[src/rtl/shift_sequencer.sv]
// Multi-cycle logical shifter: captures an operand, then shifts it in coarse STEP
// strides and single-bit strides until the requested amount is used up.
module shift_sequencer #(
   parameter int unsigned BUS   = 32,
   parameter int unsigned STEP  = 4,
   parameter int unsigned AMT_W = 6
) (
   input  logic             clk,
   input  logic             rst_n,
   input  logic             start,
   input  logic             abort,
   input  logic             dirc,
   input  logic [AMT_W-1:0] shamt,
   input  logic [BUS-1:0]   data_in,
   output logic [BUS-1:0]   data_out,
   output logic             busy,
   output logic             done
);

   localparam int unsigned REM_W = $clog2(BUS) + 1;

   typedef enum logic [1:0] {IDLE, SHIFT, DONE} state_t;

   state_t           state, state_next;
   logic [REM_W-1:0] rem, rem_next;
   logic             dir, dir_next;
   logic [BUS-1:0]   data_next;
   logic             busy_next, done_next;
   logic [REM_W-1:0] rem_cap;
   logic [REM_W-1:0] dec;
   logic [BUS-1:0]   shifted;
   logic             capture;

   // Saturate the requested amount to the bus width
   always_comb begin
      if (32'(shamt) >= 32'(BUS)) rem_cap = REM_W'(BUS);
      else                        rem_cap = REM_W'(shamt);
   end

   // One shift step: coarse stride while enough remains, else a single bit
   always_comb begin
      if (rem >= REM_W'(STEP)) begin
         dec     = REM_W'(STEP);
         shifted = dir ? (data_out << STEP) : (data_out >> STEP);
      end else begin
         dec     = REM_W'(1);
         shifted = dir ? (data_out << 1) : (data_out >> 1);
      end
   end

   // A start is honoured in IDLE and on the edge leaving DONE; abort always wins
   assign capture = start && !abort && (state == IDLE || state == DONE);

   always_comb begin
      state_next = state;
      data_next  = data_out;
      rem_next   = rem;
      dir_next   = dir;
      if (capture) begin
         data_next  = data_in;
         dir_next   = dirc;
         rem_next   = rem_cap;
         state_next = (rem_cap != '0) ? SHIFT : DONE;
      end else begin
         case (state)
            IDLE:  state_next = IDLE;
            SHIFT: begin
               if (abort) begin
                  state_next = IDLE;
               end else if (rem == '0) begin
                  state_next = DONE;
               end else begin
                  data_next = shifted;
                  rem_next  = rem - dec;
                  if (rem == dec) state_next = DONE;
               end
            end
            DONE:    state_next = IDLE;
            default: state_next = IDLE;
         endcase
      end
      busy_next = (state_next != IDLE);
      done_next = (state_next == DONE);
   end

   always_ff @(posedge clk or negedge rst_n) begin
      if (!rst_n) begin
         state    <= IDLE;
         data_out <= '0;
         rem      <= '0;
         dir      <= 1'b0;
         busy     <= 1'b0;
         done     <= 1'b0;
      end else begin
         state    <= state_next;
         data_out <= data_next;
         rem      <= rem_next;
         dir      <= dir_next;
         busy     <= busy_next;
         done     <= done_next;
      end
   end

endmodule

[config.mk]
export PLATFORM = sky130hd
export DESIGN_NAME = shift_sequencer
export DESIGN_NICKNAME = d
export VERILOG_FILES = /design/src/rtl/shift_sequencer.sv
export SDC_FILE = /design/constraint.sdc
export NUM_CORES = 1
export LEC_CHECK = 0
export BUFFER_PORTS_ARGS = -buffer_cell sky130_fd_sc_hd__buf_2
export CAP_MARGIN = 25
export CORE_MARGIN = 5
export CORE_UTILIZATION = 50
export CTS_BUF_LIST = sky130_fd_sc_hd__clkbuf_8
export CTS_CLUSTER_DIAMETER = 60
export DETAILED_ROUTE_END_ITERATION = 10
export MAX_ROUTING_LAYER = met4
export PLACE_DENSITY = 0.8
export SLEW_MARGIN = 30
export SYNTH_ARGS = -nofsm -noshare
export SYNTH_HDL_FRONTEND = slang
export SYNTH_SLANG_ARGS = --single-unit
[constraint.sdc]
create_clock -name clk -period 2.6 [get_ports clk]
set_clock_uncertainty 0.2 [all_clocks]
set_input_delay 0.13 -clock clk [delete_from_list [all_inputs] [get_ports clk]]
set_output_delay 0.13 -clock clk [all_outputs]
set_load 0.01 [all_outputs]
==> results.sh, run 1 <==
export IMPL_power_density_mw_per_mm2=944
export IMPL_postRouteAntennaNets=0
export IMPL_yosysSeqAreaShare_pct=34.5
export IMPL_critPathTopFamily="simple AND/OR/NAND/NOR gates"
export IMPL_layout_common_cells="buf_2, dfrtp_1, nand3_1, nor2_1, mux2i_1"
export IMPL_cp_max_fo=7
export IMPL_dp_hpwl_mm=5.81
export IMPL_grt_pass1_vias=2865
export IMPL_cts_buffers=5
export IMPL_drive_above_1_share_pct=31.9
export IMPL_routed_wl_mm=8.50
export IMPL_cp_slowest_cell="or4_1"
export IMPL_first_iter_violations=234
export IMPL_synth_nets=382
export IMPL_setup_viol=0
export IMPL_start_util_pct=52.1
export IMPL_synthMuxAreaShare_pct=22.2
export IMPL_clockRootBuffer="clkbuf_8"
export IMPL_crit_chain="or4_1, clkinv_4, ha_4, or4_1, or3_1, a31oi_1"
export IMPL_antenna_found_initial=0
export IMPL_drtPass1Iterations=5
export IMPL_crit_required_ps=2610
export IMPL_timing_fmax_ghz=0.393
export IMPL_grt_remaining_overflow=0
export IMPL_cp_num_buf_inv=1
export IMPL_critPathCaptureType="flip-flop"
export IMPL_min_delay_start="data_in[22]"
export IMPL_slew_headroom_pct=55.7
export IMPL_h_tree_depth=2
export IMPL_core_area_mm2=0.00599
export IMPL_fin_setup_tns_ps=0
export IMPL_io_buffer_count=76
export IMPL_via_count=3052
export IMPL_status="finished clean"
export IMPL_async_flop_share_pct=100
export IMPL_final_common_cell="buf_2"
export IMPL_ys_types=43
export IMPL_worstMarginPinSlew_ps=664
export IMPL_numClockSinks=43
export IMPL_fin_crit_sh_pct=97.9
export IMPL_synth_compound_gate_area_share_pct=15.3
export IMPL_syn_area_mm2=0.00312
export IMPL_slew_viol_final=0
export IMPL_fin_nets=468
export IMPL_dp_slack_ps=126
export IMPL_hold_depth=4
export IMPL_hold_end="data_out[22]$_DFFE_PN0P_"
export IMPL_cts_tree="done"
export IMPL_ff2ff_setup_slack_ps=50
export IMPL_avgSynthCellArea_um2=9.26
export IMPL_ir_drop_mv=0.543
export IMPL_r2r_end="rem[5]$_DFFE_PN0P_"
export IMPL_p_leak_uw=0.00162
export IMPL_startpoint_type="flip-flop"
export IMPL_drc=0
export IMPL_routabilityCongestion=0.882
export IMPL_arrival_ps=2560
export IMPL_rsz0062_at_grt="no"
export IMPL_path_class="flip-flop to flip-flop"
export IMPL_io_pins=77
export IMPL_die_w_um=89.0
export IMPL_finalHoldViolations=0
export IMPL_finalCriticalPeriod_ps=2550
export IMPL_grt_max_degree=49
export IMPL_clk_latency_ps=290
export IMPL_synth_edff_count=0
export IMPL_gr_usage_all_layers_pct=22.5
export IMPL_drv_cap=0
export IMPL_antenna_cells=0
export IMPL_clockBufferDepth=2
export IMPL_yosys_most_used_dff="dfrtp_1"
export IMPL_die_y_um=89.0
export IMPL_hold_path_class="primary input to flip-flop"
export IMPL_vias_per_cell=6.13
export IMPL_dieArea_mm2=0.00792
export IMPL_synth_top_family_by_area="multiplexers"
export IMPL_fin_ws_ps=54.4
export IMPL_synth_adder_area_share_pct=0.802
export IMPL_synth_xor_area_share_pct=0.561
export IMPL_timing_critical_path_mode_cell="or4_1"
export IMPL_timing_rr_start="rem[5]$_DFFE_PN0P_"
export IMPL_cts_setup_buffers=0
export IMPL_std_cell_rows=28
export IMPL_reg2regPathDepth=6
export IMPL_clkTransAtPathRegs_ps=80
export IMPL_hold_slack_ps=20.7
export IMPL_yosys_warnings=0
export IMPL_syn_inst=337
export IMPL_grt_pass1_wl_mm=13.6
export IMPL_fill_cells=485
export IMPL_ys_ff_latch=43
export IMPL_cpPeakStageDelay_ps=600
export IMPL_yosys_area_share_simple_pct=20.4
export IMPL_syn2layout_area_growth_pct=23.6
export IMPL_wl_per_cell_um=17.1
## timing repair
action / 4_1_cts / 5_1_grt
hold buffers: 19 / 0
gates resized for setup: 0 / 1
hold endpoints to repair: 44 / 0
endpoints found under the setup margin: 0 / 1
## per-stage QoR
step	std cells	cell area, µm²	power, µW	utilization [%]
after global placement	472	3590	3130	59.9
after detailed placement	472	3590	3210	59.9
after floorplan	337	3140	2570	-
after global routing	498	3860	3900	64.4
final	498	3860	3640	64.4
after CTS	498	3850	3640	64.3
## worst register-to-register path: stages (launching register included)
cell and delay, ps:
dfrtp_1 420, or4_1 600, clkinv_4 110, ha_4 220
or4_1 420, or3_1 320, a31oi_1 180
## state kept, by name (all words and copies together) (netlist names)
| name | flops |
|---|---|
| state | 2 |
| rem | 6 |
| done | 1 |
| data_out | 32 |
| dir | 1 |
| busy | 1 |
## logic make-up after synthesis
kind of cell	Yosys count
AND/OR/NAND/NOR	124
AO/OA/AOI/OAI	67
multiplexers	63
flip-flops	43
buffers and inverters	36
XOR/XNOR	2
adder cells (fa/ha/maj)	2
## where the power goes
| part | switching [µW] | total, µW | internal [µW] |
|---|---|---|---|
| clock | 227 | 405 | 178 |
| sequential | 384 | 1340 | 954 |
| combinational | 924 | 1900 | 973 |
| total | 1530 | 3640 | 2100 |
## how the worst max path moves through the flow
stage,from,end,cells past startpoint
2_1_floorplan,rem[4]$_DFFE_PN0P_,rem[5]$_DFFE_PN0P_,9
3_3_place_gp,rem[5]$_DFFE_PN0P_,rem[5]$_DFFE_PN0P_,6
3_5_place_dp,rem[5]$_DFFE_PN0P_,rem[4]$_DFFE_PN0P_,7
4_1_cts,rem[5]$_DFFE_PN0P_,rem[5]$_DFFE_PN0P_,6
5_1_grt,rem[5]$_DFFE_PN0P_,rem[5]$_DFFE_PN0P_,6
6_report,rem[5]$_DFFE_PN0P_,rem[5]$_DFFE_PN0P_,6
## final cells by class
cell class / instances / area, µm² / share of cell area, %
multi-input cells: 258 / 1870 / 48.4
clock buffers: 5 / 68.8 / 1.78
repair buffers: 109 / 717 / 18.6
flip-flops and latches: 43 / 1080 / 27.9
clock inverters: 2 / 7.51 / 0.195
well taps: 75 / 93.8 / 2.43
inverters: 6 / 27.5 / 0.714
## cells in the mapped netlist, drive strengths merged, types with 9 or more instances
master,n,area share (%)
nand3,39,6.3
nand2,12,1.4
mux2,30,11
a41oi,18,5.1
buf,19,4.1
nor2b,24,4.8
dfrtp,43,34
clkbuf,11,1.3
o21ai,9,1.4
a21oi,13,2.2
mux2i,31,9.9
nor2,31,3.7
a31oi,9,1.8
## metal layers
| metal | vias to the layer above | track usage (%) | part of all wire, % |
|---|---|---|---|
| met5 | - | - | 0 |
| met4 | 0 | 7.31 | 1.6 |
| met3 | 15 | 3.96 | 7.2 |
| met2 | 146 | 36.2 | 49 |
| met1 | 1470 | 28.9 | 42 |
| li1 | 1421 | - | - |
Note: power is estimated with default switching activity, not from simulation.
==> run 2, diff against run 1 <==
--- a/config.mk
+++ b/config.mk
@@ -5,6 +5,7 @@
 export SDC_FILE = /design/constraint.sdc
 export NUM_CORES = 1
 export LEC_CHECK = 0
+export ABC_AREA = 1
 export BUFFER_PORTS_ARGS = -buffer_cell sky130_fd_sc_hd__buf_2
 export CAP_MARGIN = 25
 export CORE_MARGIN = 5
==> run 2 against run 1 <==
  * Register-to-register slack improved by 190 ps
  * Utilization increased by 0.32 points
  * Wire length increased by 2.5%
  * Die area decreased by 1.1%
  * Critical path type is now primary input to flip-flop
  * Fmax increased by 2.8%
  * Clock power decreased by 1%
  * Design area about the same
  * Cell count increased by 31%
  * Synthesized area decreased by 1.2%
==> results.sh, run 2 <==
export IMPL_status="finished clean"
export IMPL_met3_wirelength_um=596
export IMPL_timing_rr_start="state[0]$_DFF_PN0_"
export IMPL_ys_ff_latch=43
export IMPL_power_density_mw_per_mm2=1020
export IMPL_dp_cells=605
export IMPL_wl_met1_mm=3.82
export IMPL_yosys_most_used_dff="dfrtp_1"
export IMPL_yosys_cell_count_top_type="nand2_1"
export IMPL_fill_cells=548
export IMPL_finalInstanceArea_mm2=0.00385
export IMPL_antenna_cells=0
export IMPL_cp_num_buf_inv=4
export IMPL_hold_end="data_out[23]$_DFFE_PN0P_"
export IMPL_hold_path_class="primary input to flip-flop"
export IMPL_yosys_top_cells_count="nand2_1, nand3_1, dfrtp_1"
export IMPL_routabilityCongestion=0.917
export IMPL_layout_common_cells="nand2_1, buf_2, nand3_1, dfrtp_1, dlygate4sd3_1"
export IMPL_fin_crit_sh_pct=95.2
export IMPL_cp_slowest_cell="dlygate4sd3_1"
export IMPL_cts_tree="done"
export IMPL_core_area_mm2=0.00596
export IMPL_die_w_um=88.5
export IMPL_cts_resized=0
export IMPL_stdcell_count=650
export IMPL_hold_depth=4
export IMPL_ff2ff_setup_slack_ps=240
export IMPL_vias_per_cell=5.27
export IMPL_grt_max_degree=57
export IMPL_std_cell_rows=28
export IMPL_fin_setup_tns_ps=0
export IMPL_grt_pass1_wl_mm=14.4
export IMPL_slew_headroom_pct=58.5
export IMPL_fin_ws_ps=125
export IMPL_dp_hpwl_mm=6.02
export IMPL_cp_max_fo=33
export IMPL_clockBufferDepth=2
export IMPL_dp_slack_ps=593
export IMPL_placed_area_mm2=0.00339
export IMPL_path_depth=8
export IMPL_syn2layout_area_growth_pct=25.0
export IMPL_antenna_found_initial=0
export IMPL_synthTopCellsByArea="dfrtp_1, nand2_1, nand3_1"
export IMPL_drtPass1Iterations=5
export IMPL_grt_pass1_vias=3183
export IMPL_postRouteAntennaNets=0
export IMPL_r2r_end="rem[2]$_DFFE_PN0P_"
export IMPL_synth_edff_count=0
export IMPL_wl_per_cell_um=13.4
export IMPL_io_buffer_count=76
export IMPL_clk_latency_ps=300
export IMPL_arrival_ps=2500
export IMPL_timing_fmax_ghz=0.404
export IMPL_top_regs="data_out x32, rem x6, state x2"
export IMPL_top_layer_used="met4"
export IMPL_cts_buffers=5
export IMPL_startpoint_type="primary input"
export IMPL_yosysSeqAreaShare_pct=34.9
export IMPL_critPathTopFamily="buffers and inverters"
export IMPL_syn_area_mm2=0.00308
export IMPL_rsz0062_at_grt="no"
export IMPL_setup_viol=0
export IMPL_slew_viol_final=0
export IMPL_dieArea_mm2=0.00784
export IMPL_numClockSinks=43
export IMPL_largest_register="data_out"
export IMPL_critPathCaptureType="flip-flop"
export IMPL_ys_types=23
export IMPL_fin_nets=621
export IMPL_via_count=3425
export IMPL_finalHoldViolations=0
export IMPL_crit_required_ps=2630
export IMPL_path_class="primary input to flip-flop"
export IMPL_io_pins=77
export IMPL_h_tree_depth=2
export IMPL_min_delay_start="data_in[23]"
export IMPL_clockRootBuffer="clkbuf_8"
export IMPL_avgSynthCellArea_um2=6.45
export IMPL_final_common_cell="nand2_1"
export IMPL_wl_met2_mm=4.18
export IMPL_reg2regPathDepth=6
export IMPL_p_leak_uw=0.00220
export IMPL_finalCriticalPeriod_ps=2480
export IMPL_clkTransAtPathRegs_ps=80
export IMPL_drv_cap=0
export IMPL_cts_setup_buffers=0
export IMPL_timing_critical_path_mode_cell="dlygate4sd3_1"
export IMPL_synth_nets=523
export IMPL_crit_chain="dlygate4sd3_1, buf_2, nor2_1, nand2_2, inv_1, nand3_1, dlygate4sd3_1, a31oi_1"
export IMPL_start_util_pct=51.8
export IMPL_syn_inst=478
export IMPL_drc=0
export IMPL_die_y_um=88.5
export IMPL_largest_reg_flops=32
export IMPL_ir_drop_mv=0.526
export IMPL_first_iter_violations=279
export IMPL_yosys_warnings=0
export IMPL_async_flop_share_pct=100
export IMPL_worstMarginPinSlew_ps=622
export IMPL_gr_usage_all_layers_pct=23.8
export IMPL_grt_remaining_overflow=0
export IMPL_yosysTopAreaCell="dfrtp_1"
export IMPL_cpPeakStageDelay_ps=590
export IMPL_routed_wl_mm=8.72
export IMPL_synth_top_area_share_pct=34.9
export IMPL_drive_above_1_share_pct=20.7
-- run 2: how the worst max path moves through the flow --
| stage | to | startpoint |
|---|---|---|
| global route | rem[2]$_DFFE_PN0P_ | abort |
| CTS | rem[2]$_DFFE_PN0P_ | abort |
| detailed placement | rem[5]$_DFFE_PN0P_ | rem[3]$_DFFE_PN0P_ |
| floorplan | rem[5]$_DFFE_PN0P_ | rem[3]$_DFFE_PN0P_ |
| finish | rem[2]$_DFFE_PN0P_ | abort |
| global placement | rem[5]$_DFFE_PN0P_ | rem[3]$_DFFE_PN0P_ |
-- run 2: kinds of logic after synthesis --
family	after synthesis	share of synthesized area, %
buf+inv	52	9.50
fa+ha+maj	2	0.812
simple gates	322	44.8
compound gates	59	10.0
flops	43	34.9
-- run 2: through the flow --
stage	utilization [%]	total power, µW	hold slack, ps
floorplan	-	2930	-366
global placement	56.9	3430	135
detailed placement	56.9	3480	148
CTS	64.7	3940	2.70
global route	64.7	4350	28.5
finish	64.7	3940	11.4
-- run 2: worst reg2reg max path, cell delays in order (launching register included) --
cell	delay (ps)
dfrtp_1	390
nor2_1	140
nand2_2	320
inv_1	360
nand3_1	140
dlygate4sd3_1	590
a31oi_1	160
-- run 2: cell type report --
type	instances	area [µm²]	area share, %
inverters	24	91.3	2.37
flip-flops and latches	43	1080	27.9
well taps	75	93.8	2.44
multi-input cells	383	1720	44.5
clock buffers	5	68.8	1.79
repair buffers	119	803	20.8
clock inverters	1	3.75	0.0974
-- run 2: power by group --
group / total [µW] / internal, µW / switching [µW]
clock network: 399 / 176 / 223
registers: 1260 / 950 / 312
logic: 2280 / 861 / 1420
-- run 2: routing by layer --
metal | track usage (%) | vias to the layer above
met1 | 30.8 | 1563
met3 | 4.00 | 14
met4 | 5.91 | 0
met5 | - | -
met2 | 39.0 | 116
li1 | - | 1732
-- run 2: timing repair --
item,CTS,global route
hold buffers,39,0
setup endpoints to repair,0,0
hold endpoints to repair,81,0
==> run 3, diff against run 2 <==
--- a/config.mk
+++ b/config.mk
@@ -15,6 +15,7 @@
 export DETAILED_ROUTE_END_ITERATION = 10
 export MAX_ROUTING_LAYER = met4
 export PLACE_DENSITY = 0.8
+export REMOVE_ABC_BUFFERS = 1
 export SLEW_MARGIN = 30
 export SYNTH_ARGS = -nofsm -noshare
 export SYNTH_HDL_FRONTEND = slang
==> run 3 against run 2 <==
  * Largest cell class unchanged
  * Critical path depth up 4
  * Global-route usage up 0.35 points
  * Largest power group unchanged
  * Count of clock-buffer cells in the layout up 1
  * Sequential cell count unchanged
  * Sequential share of layout area down 0.41 points
  * Cell count up 0.62%
  * Fmax up 23%
  * Via count up 1.8%
  * First-iteration DRC count down 8.2%
==> results.sh, run 3 (synthesis gave the netlist of run 2 again) <==
export IMPL_stdcell_count=654
export IMPL_clk_latency_ps=290
export IMPL_first_iter_violations=256
export IMPL_worstMarginPinSlew_ps=629
export IMPL_finalInstanceArea_mm2=0.00391
export IMPL_power_density_mw_per_mm2=1050
export IMPL_cp_max_fo=9
export IMPL_antenna_found_initial=0
export IMPL_grt_remaining_overflow=0
export IMPL_via_count=3487
export IMPL_rsz0062_at_grt="no"
export IMPL_wl_per_cell_um=13.6
export IMPL_crit_required_ps=2580
export IMPL_final_common_cell="nand2_1"
export IMPL_die_w_um=88.5
export IMPL_slew_viol_final=0
export IMPL_timing_fmax_ghz=0.498
export IMPL_numClockSinks=43
export IMPL_core_area_mm2=0.00596
export IMPL_cts_buffers=5
export IMPL_drive_above_1_share_pct=21.6
export IMPL_grt_pass1_vias=3346
export IMPL_slew_headroom_pct=58.0
export IMPL_drtPass1Iterations=5
export IMPL_std_cell_rows=28
export IMPL_syn2layout_area_growth_pct=26.9
export IMPL_grt_pass1_wl_mm=14.8
export IMPL_fin_setup_tns_ps=0
export IMPL_cts_resized=0
export IMPL_status="finished clean"
export IMPL_h_tree_depth=2
export IMPL_fin_util_pct=65.7
export IMPL_arrival_ps=1990
export IMPL_clockRootBuffer="clkbuf_8"
export IMPL_placed_area_mm2=0.00341
export IMPL_setup_viol=0
export IMPL_fin_nets=623
export IMPL_startpoint_type="flip-flop"
export IMPL_clkTransAtPathRegs_ps=90
export IMPL_vias_per_cell=5.33
export IMPL_clockBufferDepth=2
export IMPL_p_leak_uw=0.00223
export IMPL_dp_hpwl_mm=6.03
export IMPL_die_y_um=88.5
export IMPL_layout_common_cells="nand2_1, buf_2, nand3_1, dfrtp_1, dlygate4sd3_1"
export IMPL_start_util_pct=51.8
export IMPL_drc=0
export IMPL_gr_usage_all_layers_pct=24.2
export IMPL_antenna_cells=0
export IMPL_routabilityCongestion=0.888
export IMPL_path_class="flip-flop to flip-flop"
export IMPL_critPathCaptureType="flip-flop"
export IMPL_top_regs="data_out x32, rem x6, state x2"
export IMPL_routed_wl_mm=8.89
export IMPL_postRouteAntennaNets=0
export IMPL_finalCriticalPeriod_ps=2010
export IMPL_largest_reg_flops=32
export IMPL_cts_tree="done"
export IMPL_largest_register="data_out"
export IMPL_finalHoldViolations=0
export IMPL_io_pins=77
export IMPL_io_buffer_count=76
export IMPL_drv_cap=0
export IMPL_grt_max_degree=57
export IMPL_fin_crit_sh_pct=77.2
export IMPL_dp_cells=608
export IMPL_hold_path_class="primary input to flip-flop"
export IMPL_ir_drop_mv=0.570
export IMPL_dieArea_mm2=0.00784
run 3: power breakdown:
group | internal, µW | leakage (µW) | total [µW] | switching (µW)
logic | 868 | 0.00162 | 2300 | 1430
registers | 950 | 0.000546 | 1250 | 297
clock network | 311 | 0.0000612 | 550 | 239
total | 2130 | 0.00223 | 4090 | 1960
run 3: area by class of cell:
type / instances / area, µm²
timing repair buffer: 121 / 816
multi-input combinational: 383 / 1720
sequential: 43 / 1080
clock inverter: 2 / 35.0
clock buffer: 6 / 82.6
fill: 538 / 2040
tap: 75 / 93.8
inverter: 24 / 91.3
run 3: final timing paths:
check / startpoint / to / slack, ps / depth (start not counted)
hold / removal: shamt[5] / rem[3]$_DFFE_PN0P_ / 20 / 4
max in group asynchronous: rst_n / data_out[28]$_DFFE_PN0P_ / 1620 / 2
setup / recovery: rem[3]$_DFFE_PN0P_ / rem[5]$_DFFE_PN0P_ / 590 / 12
setup reg to reg: rem[3]$_DFFE_PN0P_ / rem[5]$_DFFE_PN0P_ / 590 / 12
hold reg to reg: data_out[31]$_DFFE_PN0P_ / data_out[31]$_DFFE_PN0P_ / 320 / 2
min in group asynchronous: rst_n / rem[1]$_DFFE_PN0P_ / 180 / 2
run 3: through the flow:
step                total power, µW  worst slack (ps)  hold slack (ps)
global placement               3450               648              142
floorplan                      2760              -325             -366
finish                         4090               592             19.7
CTS                            4100               574             12.2
global route                   4510               415             43.8
detailed placement             3500               579            -31.7
run 3: critical path, stage by stage (launching register included):
cell and delay, ps:
dfrtp_1 430, nor2_2 220, nand2_2 90, clkinv_2 120, ha_1 300, nand2_1 90, nand2_1 50, nor2_1 110
nand2_1 70, nand2_1 50, nand3_1 60, nand2_1 60, nand2_1 50
run 3: timing repair:
action	CTS	global route
hold buffers	38	0
endpoints found under the hold margin	81	0
setup buffers	0	0
run 3: routing by layer:
layer	track usage (%)	wire length (µm)	vias to the layer above	share of wire, %
li1	-	-	1738	-
met1	30.3	3860	1629	43
met2	41.9	4450	109	50
met3	1.77	473	11	5.3
met4	6.73	104	0	1.2
met5	-	0	-	0
